[src/rtl/tff_counter_ctrl_pkg.sv]
// Shared types and constants for the toggle-bank counter controller.
package tff_ctrl_pkg;

  typedef enum logic [1:0] {
    IDLE  = 2'd0,
    RUN   = 2'd1,
    PAUSE = 2'd2,
    DONE  = 2'd3
  } ctrl_state_e;

  localparam logic DIR_UP   = 1'b0;
  localparam logic DIR_DOWN = 1'b1;

endpackage

[src/rtl/tff_counter_ctrl_if.sv]
// Control/status bundle of the toggle-bank counter controller.
// TFF_CTRL_GRAY_OUT_EN adds the registered Gray-coded count.
interface tff_counter_ctrl_if #(parameter int WIDTH = 8);
  logic             start;
  logic             stop;
  logic             pause;
  logic             dir;
  logic [WIDTH-1:0] limit;
  logic             cfg_we;
  logic             reload;
  logic [WIDTH-1:0] count;
  logic             tc;
  logic             busy;
  logic             done;
`ifdef TFF_CTRL_GRAY_OUT_EN
  logic [WIDTH-1:0] count_gray;
`endif

  modport master (
    output start, stop, pause, dir, limit, cfg_we, reload,
`ifdef TFF_CTRL_GRAY_OUT_EN
    input  count_gray,
`endif
    input  count, tc, busy, done
  );

  modport slave (
    input  start, stop, pause, dir, limit, cfg_we, reload,
`ifdef TFF_CTRL_GRAY_OUT_EN
    output count_gray,
`endif
    output count, tc, busy, done
  );
endinterface

[src/rtl/tff_counter_ctrl_bank.sv]
// Bank of WIDTH rising-edge T flip-flops; every bit toggles where t is set.
module tff_bank #(
  parameter int WIDTH = 8
) (
  input  logic             clk,
  input  logic             reset,
  input  logic [WIDTH-1:0] t,
  output logic [WIDTH-1:0] q
);

  logic [WIDTH-1:0] q_q, q_d;

  always_comb q_d = q_q ^ t;

  always_ff @(posedge clk or posedge reset) begin
    if (reset) q_q <= '0;
    else       q_q <= q_d;
  end

  assign q = q_q;

endmodule

[src/rtl/tff_counter_ctrl.sv]
// Up/down modulo counter controller expressed purely as toggles on a T-FF bank.
// Optional TFF_CTRL_GRAY_OUT_EN: registered Gray-coded copy of the count.
//
// state | meaning
// IDLE  | stopped, bank cleared, waiting for start
// RUN   | counting toward the latched terminal value
// PAUSE | count frozen, resumes when pause drops
// DONE  | one-shot finished, count held
module tff_counter_ctrl
  import tff_ctrl_pkg::*;
#(
  parameter int WIDTH       = 8,
  parameter bit AUTO_RELOAD = 1'b1
) (
  input logic              clk,
  input logic              reset,
  tff_counter_ctrl_if.slave bus
);

  ctrl_state_e      state_q, state_d;
  logic [WIDTH-1:0] lim_q, lim_d;
  logic             dir_q, dir_d;
  logic             mode_q, mode_d;
  logic             tc_q, tc_d;
  logic [WIDTH-1:0] count;
  logic [WIDTH-1:0] t;
  logic [WIDTH-1:0] t_inc, t_dec;
  logic [WIDTH-1:0] low_mask;

  // Bit i toggles when all lower bits are 1 (increment) or all 0 (decrement).
  always_comb begin
    t_inc    = '0;
    t_dec    = '0;
    low_mask = '0;
    t_inc[0] = 1'b1;
    t_dec[0] = 1'b1;
    for (int i = 1; i < WIDTH; i++) begin
      low_mask = {WIDTH{1'b1}} >> (WIDTH - i);
      t_inc[i] = ((count & low_mask) == low_mask);
      t_dec[i] = ((count & low_mask) == '0);
    end
  end

  always_comb begin
    state_d = state_q;
    lim_d   = lim_q;
    dir_d   = dir_q;
    mode_d  = bus.cfg_we ? bus.reload : mode_q;
    tc_d    = 1'b0;
    t       = '0;
    if (bus.stop) begin
      state_d = IDLE;
      t       = count;
    end else begin
      unique case (state_q)
        IDLE, DONE: begin
          if (bus.start) begin
            state_d = RUN;
            lim_d   = bus.limit;
            dir_d   = bus.dir;
            t       = count ^ ((bus.dir == DIR_DOWN) ? bus.limit : '0);
          end
        end
        RUN: begin
          // Pause outranks the terminal event, so tc is deferred until resume.
          if (bus.pause) begin
            state_d = PAUSE;
          end else if (dir_q == DIR_UP) begin
            if (count != lim_q) begin
              t = t_inc;
            end else begin
              tc_d = 1'b1;
              if (mode_q) t = count;
              else        state_d = DONE;
            end
          end else begin
            if (count != '0) begin
              t = t_dec;
            end else begin
              tc_d = 1'b1;
              if (mode_q) t = count ^ lim_q;
              else        state_d = DONE;
            end
          end
        end
        PAUSE: begin
          if (!bus.pause) state_d = RUN;
        end
        default: state_d = IDLE;
      endcase
    end
  end

  always_ff @(posedge clk or posedge reset) begin
    if (reset) begin
      state_q <= IDLE;
      lim_q   <= '0;
      dir_q   <= DIR_UP;
      mode_q  <= AUTO_RELOAD;
      tc_q    <= 1'b0;
    end else begin
      state_q <= state_d;
      lim_q   <= lim_d;
      dir_q   <= dir_d;
      mode_q  <= mode_d;
      tc_q    <= tc_d;
    end
  end

  tff_bank #(.WIDTH(WIDTH)) u_bank (
    .clk   (clk),
    .reset (reset),
    .t     (t),
    .q     (count)
  );

`ifdef TFF_CTRL_GRAY_OUT_EN
  logic [WIDTH-1:0] count_next;
  logic [WIDTH-1:0] gray_q, gray_d;

  always_comb begin
    count_next = count ^ t;
    gray_d     = count_next ^ (count_next >> 1);
  end

  always_ff @(posedge clk or posedge reset) begin
    if (reset) gray_q <= '0;
    else       gray_q <= gray_d;
  end

  assign bus.count_gray = gray_q;
`endif

  assign bus.count = count;
  assign bus.tc    = tc_q;
  assign bus.busy  = (state_q == RUN) || (state_q == PAUSE);
  assign bus.done  = (state_q == DONE);

endmodule

[src/flat_wrapper.sv]
// flat-port wrapper written by rule: the top's interface ports become plain ports
module tff_counter_ctrl_flat import tff_ctrl_pkg::*;
#(
  parameter int WIDTH       = 8,
  parameter bit AUTO_RELOAD = 1'b1
)
  (clk, reset, bus_start, bus_stop, bus_pause, bus_dir, bus_limit, bus_cfg_we, bus_reload, bus_count, bus_tc, bus_busy, bus_done);
  tff_counter_ctrl_if #(.WIDTH(WIDTH)) bus_i ();
  input logic clk;
  input logic reset;
  input wire logic [$bits(bus_i.start)-1:0] bus_start;
  input wire logic [$bits(bus_i.stop)-1:0] bus_stop;
  input wire logic [$bits(bus_i.pause)-1:0] bus_pause;
  input wire logic [$bits(bus_i.dir)-1:0] bus_dir;
  input wire logic [$bits(bus_i.limit)-1:0] bus_limit;
  input wire logic [$bits(bus_i.cfg_we)-1:0] bus_cfg_we;
  input wire logic [$bits(bus_i.reload)-1:0] bus_reload;
  output wire logic [$bits(bus_i.count)-1:0] bus_count;
  output wire logic [$bits(bus_i.tc)-1:0] bus_tc;
  output wire logic [$bits(bus_i.busy)-1:0] bus_busy;
  output wire logic [$bits(bus_i.done)-1:0] bus_done;
  assign bus_i.start = bus_start;
  assign bus_i.stop = bus_stop;
  assign bus_i.pause = bus_pause;
  assign bus_i.dir = bus_dir;
  assign bus_i.limit = bus_limit;
  assign bus_i.cfg_we = bus_cfg_we;
  assign bus_i.reload = bus_reload;
  assign bus_count = bus_i.count;
  assign bus_tc = bus_i.tc;
  assign bus_busy = bus_i.busy;
  assign bus_done = bus_i.done;
  tff_counter_ctrl #(.WIDTH(WIDTH), .AUTO_RELOAD(AUTO_RELOAD)) u_core (.clk(clk), .reset(reset), .bus(bus_i));
endmodule
[config.mk]
export PLATFORM = sky130hd
export DESIGN_NAME = tff_counter_ctrl_flat
export DESIGN_NICKNAME = d
export VERILOG_FILES = /design/src/rtl/tff_counter_ctrl_pkg.sv /design/src/rtl/tff_counter_ctrl_if.sv /design/src/rtl/tff_counter_ctrl_bank.sv /design/src/rtl/tff_counter_ctrl.sv /design/src/flat_wrapper.sv
export SDC_FILE = /design/constraint.sdc
export NUM_CORES = 1
export LEC_CHECK = 0
export CELL_PAD_IN_SITES_DETAIL_PLACEMENT = 2
export CELL_PAD_IN_SITES_GLOBAL_PLACEMENT = 2
export CORE_MARGIN = 1
export CORE_UTILIZATION = 30
export DETAILED_ROUTE_END_ITERATION = 8
export PLACE_DENSITY = 0.8
export SYNTH_ARGS = -nofsm -noshare
export SYNTH_HDL_FRONTEND = slang
export SYNTH_HIERARCHICAL = 1
export SYNTH_SLANG_ARGS = --single-unit
[constraint.sdc]
create_clock -name clk -period 1.8 [get_ports clk]
set_input_delay 0.18 -clock clk [delete_from_list [all_inputs] [get_ports clk]]
set_output_delay 0.18 -clock clk [all_outputs]
set_load 0.005 [all_outputs]
After elaboration in Yosys (flattened, before gate mapping):

Cells that the tools add are included.

* output and inout port bits: 11
* register bits: 21
* bits of input ports: 16
* word-level logic and storage cells: 62

* bitwise gates (word level): 4
* mux-type cells: 25
* equal/unequal tests: 14
* reduce and logical (&&, ||, !) cells: 13

Operators by type and width (count)
* 8-bit 2-to-1 mux: 9
* 8-bit logical NOT: 7
* 8-bit bitwise XOR: 3
* 2-bit 2-to-1 mux: 8
* 8-bit one-hot mux with 2 select lines: 1
* 8-bit != test: 1
* 8-bit nonzero test: 1
* 7-bit == test (second input constant): 1
* 2-bit == test (second input constant): 3
* 6-bit == test (second input constant): 1
* 1-bit 2-to-1 mux: 6
* 3-bit != test (second input constant): 2
* 2-bit one-hot mux with 3 select lines: 1
* 5-bit == test (second input constant): 1
* 5-bit by 4-bit != test with 1-bit output (second input constant): 1
* 5-bit != test (second input constant): 1
* 4-bit == test (second input constant): 1
* 4-bit AND reduction: 1
* 3-bit == test (second input constant): 1
* 3-bit AND reduction: 1
* 2-bit by 1-bit == test with 1-bit output (second input constant): 1
* 2-bit logical NOT: 1
* 2-bit OR reduction: 1
* 1-bit logical OR: 1
* 1-bit NOT: 1

Depth between registers and ports, before layout:

Gate-level depths: netlist of run 1.

* word-level depth: 8
* depth in mapped cells: 9
* mapped depth without buffers: 8

Modules after synthesis:

Netlist of run 1, hierarchy kept.

Modules (own cells, without submodules)
* tff_counter_ctrl: times used 1, sequential area each 326.6 µm², cells an instance 176, area an instance 1488.9 µm²
* tff_bank: times used 1, sequential area each 200.2 µm², cells an instance 17, area an instance 274.0 µm²

Worst setup path before layout of run 1:

No wires, ideal clock.

* path type: reg2reg
* from: register u_core.u_bank.q_q[1] (netlist: u_core/u_bank/q[1])
* to: register u_core.u_bank.q_q[5] (netlist: u_core/u_bank/q[5])
* arrival: 1913 ps
* required time: 1721 ps
* buffers on the path: 2
* library setup time: 79 ps
* setup slack: -193 ps
* clock period less this slack: 1993 ps
* cell stages (with the launch flop): 9
* cell sequence: dfrtp_1 -> buf_6 -> xor2_2 -> nor4_4 -> and2_1 -> buf_6 -> mux2_4 -> o221ai_2 -> xor2_1

* cells in the longest elaborated chain, start to end: 7
* elaborated cells on any way between the ends: 11
* those cells by class: 2 x eq/ne; 6 x mux; 1 x bitwise; 2 x reduce/logical

RTL lines
* start: declaration: RTL line tff_counter_ctrl_bank.sv:11 `logic [WIDTH-1:0] q_q, q_d;`
* start signal: assignment: RTL line tff_counter_ctrl_bank.sv:17 `else q_q <= q_d;`
* 8-bit != test (tied with other cells): RTL line tff_counter_ctrl.sv:69 `if (count != lim_q) begin`
* 8-bit 2-to-1 mux (on tied branches): RTL line tff_counter_ctrl.sv:69, tff_counter_ctrl.sv:77
* 8-bit 2-to-1 mux *: RTL line tff_counter_ctrl.sv:68 `end else if (dir_q == DIR_UP) begin`
* 8-bit 2-to-1 mux *: RTL line tff_counter_ctrl.sv:66 `if (bus.pause) begin`
* 8-bit one-hot mux with 2 select lines *: RTL line tff_counter_ctrl.sv:55 `unique case (state_q)`
* 8-bit 2-to-1 mux *: RTL line tff_counter_ctrl.sv:51 `if (bus.stop) begin`
* via u_core.t[5]: RTL line tff_counter_ctrl.sv:26 `logic [WIDTH-1:0] t;`
* 8-bit bitwise XOR *: RTL line tff_counter_ctrl_bank.sv:13 `always_comb q_d = q_q ^ t;`
* via u_core.u_bank.q_d[5]: RTL line tff_counter_ctrl_bank.sv:11

Mark *: on every way through the listed nets, which the timed path passes. The rest lies on a longest branch.
A chain may end at the register's enable or synchronous reset.

Final worst setup path of run 1:

* from: register u_core.state_q[1]
* to: register u_core.u_bank.q_q[1] (netlist: u_core/u_bank/q[1])

* cells in the longest elaborated chain, start to end: 5
* elaborated cells on any way between the ends: 7
* those cells by class: 2 x eq/ne; 2 x mux; 1 x bitwise; 2 x reduce/logical

RTL lines
* start: declaration: RTL line tff_counter_ctrl.sv:20 `ctrl_state_e state_q, state_d;`
* start signal: assignment: RTL line tff_counter_ctrl.sv:102 `state_q <= state_d;`
* 2-bit == test or 2-bit logical NOT (tied branches): RTL line tff_counter_ctrl.sv:55
* 2-bit OR reduction: RTL line tff_counter_ctrl.sv:55
* 8-bit one-hot mux with 2 select lines *: RTL line tff_counter_ctrl.sv:55
* 8-bit 2-to-1 mux *: RTL line tff_counter_ctrl.sv:51
* via u_core.t[1]: RTL line tff_counter_ctrl.sv:26
* 8-bit bitwise XOR *: RTL line tff_counter_ctrl_bank.sv:13
* via u_core.u_bank.q_d[1]: RTL line tff_counter_ctrl_bank.sv:11

Marks and branches as above.

==> reports/metrics.csv, run 1 <==
stage,metric,value,unit
status,status,"complete, but fails checks",
status,failing checks,setup timing,
logic_synthesis,post-synthesis sequential area ratio,29.88,%
drt,DR vias,1866,
drt,DR WL met2,4.434,mm
run,total of max-cap violations,0,
logic_synthesis,Seq cells post-synth,21,
cts,htree depth,1,
finish,"Core Util, Final",49.16,%
finish,Layout Cells excl Fill,340,
drt,wire length on met1,3.452,mm
logic_synthesis,"area leader, netlist",dfrtp_1,
logic_synthesis,syn nets,213,
worst_setup_path,CP arrival,2.20,ns
die,number of core rows,27,
grt,vias in the first global route,2095,
placement,PortBufs,26,
finish,final net count,289,
die,Die X,78.66,um
pwr,Pwr Total,4922,uW
grt,antenna violations before repair,0,
placement,HPWL after detailed placement,4.961,mm
cts,count of hold-fix buffers inserted at cts,0,
worst_setup_path,reg-to-reg setup timing slack,-0.23,ns
logic_synthesis,"Top FF cell, synth",dfrtp_1,
die,area of the core,5574,um2
timing,Setup Skew,0.001211,ns
logic_synthesis,Post-Syn Area per Cell,9.134,um2
logic_synthesis,Yosys warning total,6,
logic_synthesis,share of the synthesized area in the top cell type,28.39,%
logic_synthesis,"FFs w/ async S/R, synth",100.0,%
die,die footprint,6187,um2
finish,Layout area overhead,55.43,%
logic_synthesis,synth unique cells,58,
timing,Slew headroom,53.70,%
worst_setup_path,Crit. End Element,register,
pwr,Comb pwr share,71.9,%
drt,Avg WL per Cell,25.25,um
grt,largest net degree at the start of global routing,14,
drt,antenna violation net count after detailed routing,0,
worst_setup_path,Worst setup SP type,register,
timing,Fmax,0.4919,GHz
timing,Final Setup Violations,10,
drt,metal3 WL,262,um
cts,Root Driver,clkbuf_8,
worst_setup_path,critical path class,register to register,
cts,CTS tree,yes,
die,height of the die,78.66,um
grt,global-route wire length before repair,12.10,mm
pwr,internal power,2611,uW
drt,uppermost routed layer,met4,
timing,"Slew Viols, Final",0,
timing,final setup TNS,-1.557,ns
die,initial core utilization,31.63,%
timing,post-route setup slack,-0.2330,ns
pwr,Clock power frac,7.2,%
drt,final WL,8.585,mm
grt,total track usage,26.79,%
drt,Pre-antenna DRT Iters,4,
timing,hold slack final,0.3013,ns
pwr,sequential share of power,20.9,%
pwr,switching share of power,46.95,%
placement,GPL Wtd Cong,0.8330,
timing,min Tclk post-route,2.033,ns
timing,Final Cycle Share,112.9,%
pwr,PwrDens,1796,nW/um2
logic_synthesis,number of flops mapped to enable cells by yosys,0,
drt,# DRC,0,
pwr,Peak VDD IR,0.0008206,V
pwr,Psw,2311,uW
finish,share of cells above drive strength 1,49.63,%
worst_setup_path,CP Max Fanout,4,
cts,"Clk Latency, worst-skew pair",0.28,ns
timing,unrepaired setup endpoints after global routing,true,
cts,CTS Buffer Depth,2,
logic_synthesis,Area contributors post-synth,"dfrtp_1, xor2_1, mux2_2, a21oi_1, nand2_1",
drt,1st-iter DRT viols,82,
min_path,Hold Crit Class,input pin to asynchronous set/reset pin,
finish,diode count,0,
cts,clock buffer count from CTS,3,
grt,global route overflow,0,
logic_synthesis,leading cell types by count after synthesis,"dfrtp_1, a21oi_1, nand2_1",
worst_setup_path,WP data required,1.97,ns
logic_synthesis,most numerous cell in the Yosys netlist,dfrtp_1,
die,I/O pin count,27,
placement,dpl cells,320,
pwr,static leakage,0.001171,uW
drt,routed vias/inst,5.488,
logic_synthesis,Synth Instances,193,
finish,Fill cells,606,
logic_synthesis,Synth Cell Area,1763,um2
cts,Sink Count,21,
timing,slew at the pin with the worst max-slew slack,0.6937,ns
cts,CTS clock-pin slew for the worst setup and hold paths,0.09,ns
timing,Fin. Hold Viols,0,
## final cells by class
cell class	instances	area [um2]	share of cell area (%)
Multi-Input combinational cell	147	1306	47.67
Timing Repair Buffer	89	738.2	26.94
Sequential cell	21	533.0	19.45
Tap cell	72	90.09	3.288
Clock buffer	3	41.29	1.507
Inverter	7	26.28	0.9589
Clock inverter	1	5.005	0.1826
## stage by stage
step / setup slack (ns) / instance area [um2]
6_report: -0.2330 / 2740
5_1_grt: -0.3178 / 2740
4_1_cts: -0.1670 / 2589
3_5_place_dp: -0.2285 / 2374
3_3_place_gp: -0.08965 / 2374
2_1_floorplan: -0.1926 / 1769
## state kept, by name (all words and copies together) (netlist names)
signal,flops
u_core/lim_q,8
u_core/u_bank/q,8
u_core/state_q,2
u_core/bus.tc,1
u_core/dir_q,1
u_core/mode_q,1
## metal layers
layer  global-route usage [%]  vias up
met3                    2.791       29
met4                    12.41        0
met5                        0        -
met1                    31.87      942
li1                         -      832
met2                    47.83       63
## worst max-delay path, cell delays in order, from the launching register on
cell and delay [ns]:
dfrtp_1 0.43, buf_6 0.14, ha_4 0.23, and3b_2 0.24
buf_4 0.17, a211oi_2 0.27, o32a_1 0.23, o21ai_2 0.07
xor2_1 0.14
## cells in the final DEF, fill, tap and decap left out, types with 4 or more instances in the layout
cell type	synthesis	final
nor2b_1	4	4
buf_4	3	60
inv_1	7	5
nand2_1	17	16
mux2_2	10	11
dfrtp_1	20	15
a21oi_1	18	12
clkdlybuf4s50_1	0	24
a21oi_2	0	6
dfrtp_2	0	5
nor4_2	2	4
xor2_2	1	4
xor2_1	15	12
nor2_1	7	6
## final timing paths
kind                            cells past startpoint                           from                           end
worst max-delay path                                8  u_core/state_q[1]$_DFFE_PP0P_  u_core/u_bank/q[1]$_DFF_PP0_
worst min-delay path                                2                          reset  u_core/u_bank/q[1]$_DFF_PP0_
worst max register to register                      8  u_core/state_q[1]$_DFFE_PP0P_  u_core/u_bank/q[1]$_DFF_PP0_
worst min register to register                      1    u_core/lim_q[2]$_DFFE_PP0P_   u_core/lim_q[2]$_DFFE_PP0P_
max in group asynchronous                           2                          reset   u_core/lim_q[1]$_DFFE_PP0P_
min in group clk                                    2                     bus_reload     u_core/mode_q$_DFFE_PP1P_
## power by group through the flow
| stage | clock network (uW) | registers [uW] | logic, uW |
|---|---|---|---|
| 2_1_floorplan | 0 | 891 | 1610 |
| 3_3_place_gp | 0 | 974 | 2600 |
| 3_5_place_dp | 0 | 1000 | 2730 |
| 4_1_cts | 355 | 994 | 3080 |
| 5_1_grt | 372 | 1060 | 3710 |
| 6_report | 353 | 1030 | 3540 |
## kinds of logic after synthesis
kind of cell    count (synthesis)  share of synthesized area (%)
fa+ha+maj                       4                          2.839
simple gates                   60                          20.51
buf+inv                        25                          7.026
compound gates                 51                          21.29
flops                          21                          29.88
xor+xnor                       18                          9.369
mux                            14                          9.084
## what timing repair did
action / 4_1_cts / 5_1_grt
buffers inserted: 11 / 5
cloned: 0 / 0
resized for setup: 26 / 29
endpoints found under the setup margin: 10 / 11
pin swaps: 9 / 11
(Power assumes the default switching activity.)
==> run 2: changes to the inputs <==
--- a/config.mk
+++ b/config.mk
@@ -5,12 +5,14 @@
 export SDC_FILE = /design/constraint.sdc
 export NUM_CORES = 1
 export LEC_CHECK = 0
+export ABC_AREA = 1
 export CELL_PAD_IN_SITES_DETAIL_PLACEMENT = 2
 export CELL_PAD_IN_SITES_GLOBAL_PLACEMENT = 2
 export CORE_MARGIN = 1
-export CORE_UTILIZATION = 30
+export CORE_UTILIZATION = 26
 export DETAILED_ROUTE_END_ITERATION = 8
-export PLACE_DENSITY = 0.8
+export MAX_ROUTING_LAYER = met4
+export PLACE_DENSITY = 0.81
 export SYNTH_ARGS = -nofsm -noshare
 export SYNTH_HDL_FRONTEND = slang
 export SYNTH_HIERARCHICAL = 1
==> run 2 against run 1 <==
The run still ends with setup timing left. Die area up 22%. Sequential power down 6%. Final area decreased by 0.27%.
==> reports/metrics.csv, run 2 <==
stage,metric,value,unit,change
cts,htree depth,1,,unchanged
drt,# DRC,0,,unchanged
timing,Fmax,0.4852,GHz,-1.4%
pwr,Peak VDD IR,0.0005168,V,-37%
min_path,Hold Crit Class,input pin to asynchronous set/reset pin,,
timing,min Tclk post-route,2.061,ns,+0.02797 ns
cts,count of hold-fix buffers inserted at cts,0,,unchanged
die,initial core utilization,27.21,%,-4.4 points
status,failing checks,setup timing,,
finish,most frequent cells in the layout,"nand2_1, inv_1, buf_4, nand3_1, clkdlybuf4s50_1",,
worst_setup_path,RR Startpoint,u_core/u_bank/q[1]$_DFF_PP0_,,
logic_synthesis,"area leader, netlist",dfrtp_1,,
timing,Final Cycle Share,114.5,%,+1.6 points
drt,antenna violation net count after detailed routing,0,,unchanged
grt,global route overflow,0,,unchanged
finish,Layout area overhead,45.41,%,
finish,Fill cells,850,,+40%
placement,GPL Wtd Cong,0.8653,,+3.9%
cts,CTS tree,yes,,
worst_setup_path,WP data required,2.02,ns,+0.05 ns
placement,Place WS,-0.09872,ns,+0.1298 ns
cts,CTS Buffer Depth,2,,unchanged
grt,vias in the first global route,2419,,+15%
grt,antenna violations before repair,0,,unchanged
grt,grt met1 use,27.31,%,-4.6 points
timing,slew at the pin with the worst max-slew slack,0.6729,ns,-0.02077 ns
die,I/O pin count,27,,unchanged
timing,"Slew Viols, Final",0,,unchanged
logic_synthesis,number of flops mapped to enable cells by yosys,0,,unchanged
finish,final net count,401,,+39%
drt,1st-iter DRT viols,88,,+7.3%
placement,Post-DP Area,2410,um2,+1.5%
placement,PortBufs,26,,unchanged
logic_synthesis,"Top FF cell, synth",dfrtp_1,,
logic_synthesis,Yosys warning total,6,,unchanged
drt,routed vias/inst,5.076,,-7.5%
logic_synthesis,synth unique cells,27,,-53%
worst_setup_path,Worst R2R Path Depth,12,,+4
timing,Final Setup Violations,9,,-1
grt,global-route wire length before repair,12.29,mm,+1.5%
cts,CTS clock-pin slew for the worst setup and hold paths,0.09,ns,about the same
grt,GRT Max-Usage Layer,met2,,
pwr,PwrDens,1677,nW/um2,-6.6%
cts,clock buffer count from CTS,3,,unchanged
worst_setup_path,critical path class,register to register,,
timing,Slew headroom,55.09,%,+1.4 points
logic_synthesis,Seq cells post-synth,21,,unchanged
logic_synthesis,"FFs w/ async S/R, synth",100.0,%,unchanged
drt,Avg WL per Cell,19.51,um,-23%
finish,"Design Area, Final",2733,um2,-0.27%
grt,largest net degree at the start of global routing,14,,unchanged
run,total of max-cap violations,0,,unchanged
die,area of the core,6907,um2,+24%
worst_setup_path,Crit. End Element,register,,
drt,DR vias,2416,,+29%
worst_setup_path,CP Max Fanout,7,,+3
logic_synthesis,syn nets,334,,+57%
logic_synthesis,share of the synthesized area in the top cell type,26.63,%,-1.8 points
die,number of core rows,30,,+11%
logic_synthesis,post-synthesis sequential area ratio,28.03,%,-1.9 points
logic_synthesis,Area contributors post-synth,"dfrtp_1, nand2_1, nand3_1, inv_1, o21ai_0",,
worst_setup_path,CP arrival,2.28,ns,+0.08 ns
drt,Pre-antenna DRT Iters,4,,unchanged
finish,diode count,0,,unchanged
grt,GR Util met3,1.232,%,-1.6 points
logic_synthesis,Post-Syn Area per Cell,5.985,um2,-34%
status,status,"complete, but fails checks",,
logic_synthesis,leading cell types by count after synthesis,"nand2_1, inv_1, nand3_1",,
finish,"commonest non-fill, non-tap cell in the layout",nand2_1,,
cts,Sink Count,21,,unchanged
pwr,static leakage,0.001450,uW,+24%
worst_setup_path,reg-to-reg setup timing slack,-0.26,ns,-0.03 ns
timing,unrepaired setup endpoints after global routing,true,,
logic_synthesis,Synth Instances,314,,+63%
grt,met2 GRT Util,39.08,%,-8.7 points
finish,share of cells above drive strength 1,25.79,%,-24 points
die,Die X,87.02,um,+11%
die,die footprint,7572,um2,+22%
grt,total track usage,21.84,%,-4.9 points
cts,"Clk Latency, worst-skew pair",0.28,ns,about the same
timing,Setup Skew,0.002839,ns,+0.001628 ns
placement,HPWL after detailed placement,5.822,mm,+17%
cts,Root Driver,clkbuf_8,,
timing,post-route setup slack,-0.2609,ns,-0.02797 ns
logic_synthesis,Synth Cell Area,1879,um2,+6.6%
timing,Fin. Hold Viols,0,,unchanged
die,height of the die,87.02,um,+11%
drt,final WL,9.286,mm,+8.2%
worst_setup_path,R2R Path End,u_core/u_bank/q[0]$_DFF_PP0_,,
worst_setup_path,Worst setup SP type,register,,
logic_synthesis,most numerous cell in the Yosys netlist,nand2_1,,
run 2: changes by cell type after synthesis, moves of 7 or more:
cell and change:
inv_1 +46, mux2_2 -10, o21ai_0 +19, inv_2 +7
a21oi_1 -12, xor2_1 -15, nand2_1 +102, nand3_1 +40
run 2: worst max path at each step:
| stage | cells after the start | from | endpoint | slack (ns) |
|---|---|---|---|---|
| global route | 12 | u_core/u_bank/q[1]$_DFF_PP0_ | u_core/u_bank/q[0]$_DFF_PP0_ | -0.35 |
| detailed placement | 10 | u_core/u_bank/q[0]$_DFF_PP0_ | u_core/u_bank/q[0]$_DFF_PP0_ | -0.1 |
| CTS | 12 | u_core/u_bank/q[5]$_DFF_PP0_ | u_core/state_q[1]$_DFFE_PP0P_ | 0.001 |
| finish | 12 | u_core/u_bank/q[1]$_DFF_PP0_ | u_core/u_bank/q[0]$_DFF_PP0_ | -0.26 |
| floorplan | 13 | u_core/u_bank/q[0]$_DFF_PP0_ | u_core/u_bank/q[5]$_DFF_PP0_ | 0.17 |
| global placement | 10 | u_core/u_bank/q[0]$_DFF_PP0_ | u_core/u_bank/q[0]$_DFF_PP0_ | -0.05 |
run 2: power breakdown:
| part | internal (uW) | switching, uW |
|---|---|---|
| registers | 695 | 269 |
| logic | 1290 | 1970 |
| clock network | 156 | 200 |
| total | 2140 | 2440 |
run 2: area by class of cell:
class,instances,area [um2],share of cell area (%)
clock buffer,3,41.29,1.511
timing repair buffer,66,565.5,20.70
sequential,21,534.3,19.55
multi-input combinational,228,1232,45.10
tap,96,120.1,4.396
clock inverter,1,5.005,0.1832
inverter,61,234.0,8.562
run 2: repair_timing:
action / in CTS / in global routing
pin swaps: 1 / 15
endpoints found under the setup margin: 11 / 10
cloned: 0 / 2
endpoints found under the hold margin: 0 / 0
setup buffers: 3 / 13
resized for setup: 8 / 36
run 2: cell families (layout without fill, tap and decap cells):
| logic type | after synthesis | in the layout | synth area share [%] |
|---|---|---|---|
| compound gates | 34 | 34 | 9.721 |
| fa+ha+maj | 4 | 4 | 2.663 |
| buf+inv | 67 | 131 | 13.78 |
| flops | 21 | 21 | 28.03 |
| simple gates | 188 | 190 | 45.81 |
run 2: routing by layer:
metal	wire, um	share of wire [%]
met1	4064	44
met2	4682	50
met3	236	2.5
met4	302	3.3
met5	0	0
run 2: per-stage QoR:
step | util [%] | hold slack (ns) | power [uW] | instances | setup TNS, ns
after global placement | 34.89 | 0.4923 | 3280 | 454 | -0.06426
final | 39.57 | 0.2366 | 4582 | 476 | -0.9988
after detailed placement | 34.89 | 0.5170 | 3450 | 454 | -0.5570
after floorplan | - | -0.004342 | 2363 | 314 | 0
after global routing | 39.57 | 0.2678 | 4925 | 476 | -1.970
after CTS | 36.21 | 0.2488 | 3910 | 461 | 0
run 2: critical path, stage by stage (launching register included):
cell	delay, ns
dfrtp_2	0.48
buf_6	0.14
nor2_4	0.14
nand3_4	0.12
nor2_4	0.23
nand2_2	0.14
a31oi_1	0.28
o21ai_1	0.13
nand2_1	0.09
nand2_1	0.07
inv_1	0.06
nand2_1	0.05
nand2_1	0.05
